## src/rtl/neuron_o_backprop.sv

```systemverilog
// Output-layer backprop step: delta = (y - target)(1 - y^2), then SGD update of w_1, w_2, b.
// One shared Q8.24 multiplier is sequenced by a nine-state FSM; results land together at DONE.
module neuron_o_backprop #(
  parameter int WIDTH = 32,
  parameter int FBITS = 24
) (
  input  logic                    clock,
  input  logic                    reset,
  input  logic                    enable,
  input  logic                    start,
  input  logic signed [WIDTH-1:0] y,
  input  logic signed [WIDTH-1:0] target,
  input  logic signed [WIDTH-1:0] a_1,
  input  logic signed [WIDTH-1:0] a_2,
  input  logic signed [WIDTH-1:0] w_1,
  input  logic signed [WIDTH-1:0] w_2,
  input  logic signed [WIDTH-1:0] b,
  input  logic signed [WIDTH-1:0] lr,
  output logic signed [WIDTH-1:0] delta,
  output logic signed [WIDTH-1:0] w_1_new,
  output logic signed [WIDTH-1:0] w_2_new,
  output logic signed [WIDTH-1:0] b_new,
  output logic                    busy,
  output logic                    done,
  output logic [3:0]              dbg_state_o
);

  localparam logic signed [WIDTH-1:0] ONE = {{(WIDTH-FBITS-1){1'b0}}, 1'b1, {FBITS{1'b0}}};

  typedef enum logic [3:0] {
    IDLE = 4'd0,
    ERR  = 4'd1,
    DER  = 4'd2,
    DEL  = 4'd3,
    SCL  = 4'd4,
    G1   = 4'd5,
    G2   = 4'd6,
    GB   = 4'd7,
    DONE = 4'd8
  } state_t;

  state_t state_q;

  logic signed [WIDTH-1:0] y_q, target_q, a1_q, a2_q, w1_q, w2_q, b_q, lr_q;
  logic signed [WIDTH-1:0] e_q, p_q, d_q, dl_q, s_q, w1n_q, w2n_q;
  logic signed [WIDTH-1:0] delta_q, w1_new_q, w2_new_q, b_new_q;
  logic                    busy_q, done_q;

  logic signed [WIDTH-1:0]   mul_a, mul_b, mul_res;
  logic signed [2*WIDTH-1:0] mul_full;
  logic signed [WIDTH-1:0]   bn_d;

  // Operand select for the shared multiplier; states without a product feed zeros.
  always_comb begin
    mul_a = '0;
    mul_b = '0;
    case (state_q)
      ERR:     begin mul_a = y_q;  mul_b = y_q;  end
      DEL:     begin mul_a = e_q;  mul_b = d_q;  end
      SCL:     begin mul_a = lr_q; mul_b = dl_q; end
      G1:      begin mul_a = s_q;  mul_b = a1_q; end
      G2:      begin mul_a = s_q;  mul_b = a2_q; end
      default: begin mul_a = '0;   mul_b = '0;   end
    endcase
  end

  // Full-width signed product, arithmetic shift floors toward -inf, then wrap to WIDTH.
  assign mul_full = mul_a * mul_b;
  assign mul_res  = WIDTH'(mul_full >>> FBITS);
  assign bn_d     = b_q - s_q;

  always_ff @(posedge clock) begin
    if (reset) begin
      state_q  <= IDLE;
      y_q      <= '0; target_q <= '0; a1_q <= '0; a2_q <= '0;
      w1_q     <= '0; w2_q     <= '0; b_q  <= '0; lr_q <= '0;
      e_q      <= '0; p_q      <= '0; d_q  <= '0; dl_q <= '0;
      s_q      <= '0; w1n_q    <= '0; w2n_q <= '0;
      delta_q  <= '0; w1_new_q <= '0; w2_new_q <= '0; b_new_q <= '0;
      busy_q   <= 1'b0;
      done_q   <= 1'b0;
    end else if (enable) begin
      case (state_q)
        IDLE: begin
          if (start) begin
            y_q <= y; target_q <= target; a1_q <= a_1; a2_q <= a_2;
            w1_q <= w_1; w2_q <= w_2; b_q <= b; lr_q <= lr;
            busy_q  <= 1'b1;
            state_q <= ERR;
          end
        end
        ERR: begin
          e_q     <= y_q - target_q;
          p_q     <= mul_res;
          state_q <= DER;
        end
        DER: begin
          d_q     <= ONE - p_q;
          state_q <= DEL;
        end
        DEL: begin
          dl_q    <= mul_res;
          state_q <= SCL;
        end
        SCL: begin
          s_q     <= mul_res;
          state_q <= G1;
        end
        G1: begin
          w1n_q   <= w1_q - mul_res;
          state_q <= G2;
        end
        G2: begin
          w2n_q   <= w2_q - mul_res;
          state_q <= GB;
        end
        GB: begin
          // Publish on entry to DONE so outputs and the done pulse appear together.
          delta_q  <= dl_q;
          w1_new_q <= w1n_q;
          w2_new_q <= w2n_q;
          b_new_q  <= bn_d;
          done_q   <= 1'b1;
          state_q  <= DONE;
        end
        DONE: begin
          done_q  <= 1'b0;
          busy_q  <= 1'b0;
          state_q <= IDLE;
        end
        default: state_q <= IDLE;
      endcase
    end
  end

  assign delta       = delta_q;
  assign w_1_new     = w1_new_q;
  assign w_2_new     = w2_new_q;
  assign b_new       = b_new_q;
  assign busy        = busy_q;
  assign done        = done_q;
  assign dbg_state_o = state_q;

endmodule

```

## config.mk

```make
export PLATFORM = sky130hd
export DESIGN_NAME = neuron_o_backprop
export DESIGN_NICKNAME = d
export VERILOG_FILES = /design/src/rtl/neuron_o_backprop.sv
export SDC_FILE = /design/constraint.sdc
export NUM_CORES = 2
export LEC_CHECK = 0
export ABC_CLOCK_PERIOD_IN_PS = 37700
export BUFFER_PORTS_ARGS = -buffer_cell sky130_fd_sc_hd__clkbuf_2
export CAP_MARGIN = 5
export CORE_MARGIN = 3
export CORE_UTILIZATION = 30
export DETAILED_ROUTE_END_ITERATION = 8
export PLACE_DENSITY = 0.43
export REMOVE_ABC_BUFFERS = 1
export SLEW_MARGIN = 20
export SYNTH_ARGS = -nofsm -noshare
export SYNTH_HDL_FRONTEND = slang
export SYNTH_SLANG_ARGS = --single-unit
```

## constraint.sdc

```tcl
create_clock -name clock -period 37.7 [get_ports clock]
set_clock_uncertainty 0.1 [all_clocks]
set_input_delay 3.77 -clock clock [delete_from_list [all_inputs] [get_ports clock]]
set_output_delay 3.77 -clock clock [all_outputs]
set_load 0.01 [all_outputs]
```

### After elaboration in Yosys (flattened, before gate mapping)

Index checks and enable logic that the tools add are counted.

* register bits: 614
* latch bits: 0
* bits in writable memories: 0
* bits in read-only memories: 0
* word-level logic and storage cells: 59
* memories: 0

* add/sub/neg operators: 5
* multipliers: 1
* div/mod/pow operators: 0
* order comparisons: 0
* equality and inequality tests: 9
* shift-type cells: 0
* muxes and demuxes: 7
* bitwise logic cells: 0
* reductions and logical operators: 15

Operators by type and width (number)
* $pmux 32 s5: 1
* $pmux 32 s4: 1
* $sub 32x32->32: 4
* $mul 32x32->56: 1
* $pmux 4 s8: 1
* $sub 26x32->32 const A: 1
* $reduce_and 2->1: 9
* $eq 4x3->1 const B: 4
* $eq 4x2->1 const B: 2
* $reduce_and 3->1: 2
* $eq 4x1->1 const B: 1
* $eq 4x4->1 const B: 1
* $logic_not 4->1: 1
* $mux 4: 1
* $pmux 1 s2: 2
* $reduce_bool 2->1: 2
* $ne 2x2->1 const B: 1
* $reduce_or 2->1: 1
* $mux 1: 1

### Logic depth before layout (Yosys ltp)

* depth in word-level cells: 5
* gate-level depth with buffers: 64
* gate-level depth less buffers: 55

### Worst setup path after synthesis

Ideal clock, no wire load.

* path type: flip-flop to flip-flop
* start: reg state_q[0] (netlist: dbg_state_o[0])
* end: reg w1n_q[30]
* data arrival time: 13656 ps
* required time: 37483 ps
* slack: 23827 ps
* cell stages (with the launch flop): 57
* path buffers: 8
* path through: dfxtp_1 > buf_4 > buf_2 > nor3b_1 > and2_1 > clkbuf_1 > clkbuf_1 > clkbuf_1 > clkbuf_1 > clkbuf_1 > nand2_1 > and3_1 > clkbuf_1 > nor2_1 > fa_1 > fa_1 > fa_1 > inv_1 > [21 not listed] > o21ai_0 > o41ai_1 > nand4b_1 > a31oi_1 > o2bb2ai_1 > a2111oi_1 > nor4b_1 > nor3_1 > o311ai_1 > o41a_2 > nor3_2 > maj3_2 > maj3_2 > maj3_2 > maj3_2 > a31o_1 > xor2_1 > a22o_1

* longest elaborated chain between the ends: 5
* elaborated cells between the ends (all ways): 11
* those cells by class: add/sub: 1; mul: 1; eq/ne: 5; mux: 2; reduce/logical: 2

Ends and longest elaborated chain
* from (decl): RTL line 42 `state_t state_q;`
* from (signal assigned): RTL line 74 `state_q <= IDLE;`
* from (signal assigned): RTL line 89 `state_q <= ERR;`
* from (signal assigned): RTL line 95 `state_q <= DER;`
* $eq 4x3->1, on equally long branches: RTL line 57, 83
* $reduce_or 2->1 (no line)
* $pmux 32 s4: RTL line 57 `case (state_q)`
* $mul 32x32->56: RTL line 68 `assign mul_full = mul_a * mul_b;`
* $sub 32x32->32: RTL line 110 `w1n_q <= w1_q - mul_res;`
* to (signal assigned): RTL line 110
* to (decl): RTL line 45 `logic signed [WIDTH-1:0] e_q, p_q, d_q, dl_q, s_q, w1n_q, w2n_q;`

Several ways; a longest one is shown, not always the timed one.
A chain may end at the register's enable or synchronous reset.

### Worst setup path in the final report

Ends and elaborated chain as after synthesis.

==> flow_summary.yaml <==
critical_path:
  rrSetupSlack_ps: 21610
  r2r_cells: 45
  worstReg2RegEnd: "w1n_q[30]"
  critical_path_required_ps: 38160
  r2r-start: "dbg_state_o[0]"
  critical_path.max_fanout: 33
  cp_common_cell: "fa_1"
  start_kind: "flip-flop"
  critPathCaptureType: "flip-flop"
  critPathKind: "flip-flop to flip-flop"
  crit_arrival_ps: 16550
  crit_path_max_incr_delay_ps: 1000
  slowest_stage: "nor4b_4"
sta:
  rsz0062_at_grt: "no"
  hold_violations: 0
  timing.final.ws_setup_ps: 21610
  setup_tns_ps: 0
  worst_slew_pin_slew_ps: 1290
  max_slew_margin_pct: 14.1
  setup_violations: 0
  period_minus_slack_ps: 16090
  fin_crit_sh_pct: 42.7
  fmax_ghz: 0.0621
  drv_slew: 0
clocking:
  cts_tree: "yes"
  cts_resized: 0
  cts_sinks: 614
  root_buffer: "clkbuf_16"
  clkLatencyLatePin_ps: 680
  cts.path.max_buffers: 3
  cts_setup_buffers: 0
  cts_hold_buf: 0
  cts_inserted_buffers: 73
  clkSlewWorstSetupHoldPaths_ps: 70
  cts_max_level: 3
place:
  io_buffers: 393
  place_congestion: 0.898
  pre_cts_ws_ps: 21920
  dp_hpwl_microns: 190000
global_route:
  grt_max_degree: 177
  overflow: 0
  grt_pass1_wl_microns: 358000
  antenna_found_initial: 4
  grtUsageTotal_pct: 23.1
  grt_pass1_vias: 53100
die:
  initial_core_util_pct: 30.3
  rows: 164
  die-height_microns: 456
  die-area_sq_um: 208000
  core-area_sq_um: 200000
  die_w_microns: 456
  ios: 394
hold_path:
  holdPathStages: 2
  worstHoldStart: "a1_q[8]"
  min_path_type: "flip-flop to flip-flop"
  hold_end: "a1_q[8]"
routing:
  viasPerCell: 4.95
  dr_wl_met2_microns: 115000
  dr.max_layer_used: "met4"
  drc: 0
  wl_per_cell_microns: 23.4
  wirelength_microns: 242000
  first_pass_iters: 6
  drtIter0Drc: 3544
  met1_length_microns: 107000
  ant_nets: 0
  wl_met3_microns: 12900
  num_vias: 51300
pwr:
  ir_drop_mv: 0.0337
  power.leakage_nw: 29.0
  power.total_w: 0.00176
  power.internal_w: 0.00125
  combPwrFrac_pct: 17.2
  swShare_pct: 29.2
  pwr-share-clk_pct: 43.8
  seq_power_share_pct: 39.0
  p_per_area_nw_per_um2: 25.8
  switchingPower_w: 0.000515
synth:
  syn_area_per_cell_sq_um: 8.13
  syn-cell-area_sq_um: 60800
  synth_cell_types: 89
  yosys_warnings: 0
  ys_seq_elements: 614
  synth_async_sr_flop_share_pct: 0
  synth_edf_count: 0
  syn-instance-count: 7471
  yosysSeqAreaShare_pct: 20.2
  synthFlopType: "dfxtp_1"
cells_and_area:
  finalNetCount: 9166
  final_layout_size_suffix_gt1_share_pct: 9.51
  area_growth_pct: 12.3
  final_cell_mix: "nand2_1, inv_1, fa_1, nor2_1, a21oi_1"
  layout_commonest_cell: "nand2_1"
run_status:
  status: "complete, no violations"
job:
  cap_violations: 0
## critical path, delay by kind of cell, from the launching register on
kind,cells,cell delay [ps]
XOR/XNOR,2,380
buffers and inverters,6,1450
AND/OR/NAND/NOR,11,3240
flip-flops,1,790
AO/OA/AOI/OAI,12,3310
adder cells (fa/ha/maj),14,6540
## cells by family (layout without fill, tap and decap cells)
group                      Yosys count  count (layout)  synth area share (%)
AOI/OAI and AO/OA                 1020            1020                  9.81
xor gates and xnor gates           180             180                  2.59
and+or+nand+nor                   2857            2857                  19.4
other                                0               2                     0
adders and majority gates         1279            1279                  38.4
buffers and inverters             1516            1753                  9.40
DFF                                614             614                  20.2
muxes                                5               5                0.0885
## power groups by stage
stage | logic (W) | registers [W] | clock network, W
after floorplan | 0.000196 | 0.000691 | 0
after global routing | 0.000334 | 0.000688 | 0.000815
after global placement | 0.000300 | 0.000701 | 0
final | 0.000303 | 0.000687 | 0.000772
after detailed placement | 0.000301 | 0.000701 | 0
after CTS | 0.000304 | 0.000687 | 0.000793
## Yosys cell counts (all sizes together), types with 8 or more instances
cell type	count	area, sq um
and4	34	298
a211oi	50	375
o21a	13	97.6
nand2b	23	144
nand4	37	231
a22oi	42	315
o21bai	13	101
o21ai	75	375
or2	16	100
o31ai	15	113
and3	56	350
dfxtp	614	12300
nand3	73	365
inv	1076	4040
o211ai	8	65.1
xor2	50	438
maj3	23	238
fa	986	19700
a21oi	651	3260
clkbuf	408	1530
a21o	27	203
nor3	63	320
nor2	748	2810
ha	270	3380
buf	32	143
a31oi	24	165
nand3b	15	113
nor4	16	100
nor2b	25	156
nand2	1688	6340
or3	24	150
xnor2	130	1140
and2	16	103
a21boi	33	248
## per-layer routing
metal	GRT usage [%]	vias to the layer above
li1	-	23500
met1	31.1	26000
met2	38.8	1475
met3	3.09	258
met4	6.46	0
met5	0	-
## layout make-up
cell class	count	area, sq um
repair buffers	544	3120
well taps	2656	3320
multi-input cells	5341	42900
inverters	1076	4040
clock inverters	31	499
flip-flops and latches	614	12300
diodes	2	5.00
clock buffers	102	2100
fillers	21300	132000
## per-stage QoR
step           area (sq um)  hold WS (ps)  instances  util [%]
6_report              68300           352      10400      34.1
5_1_grt               68300           365      10400      34.1
4_1_cts               68300           354      10400      34.0
3_5_place_dp          65700           347      10200      32.7
3_3_place_gp          65700           341      10200      32.7
2_1_floorplan         59100           326       7031         -
## worst max-delay path by stage
stage	endpoint	from	cells past startpoint
finish	w1n_q[30]	dbg_state_o[0]	45
global placement	w1n_q[30]	dbg_state_o[3]	48
global route	w1n_q[30]	dbg_state_o[1]	52
floorplan	w1n_q[30]	dbg_state_o[0]	51
detailed placement	w1n_q[30]	dbg_state_o[0]	49
CTS	w1n_q[30]	dbg_state_o[0]	49
(Power assumes the default switching activity.)
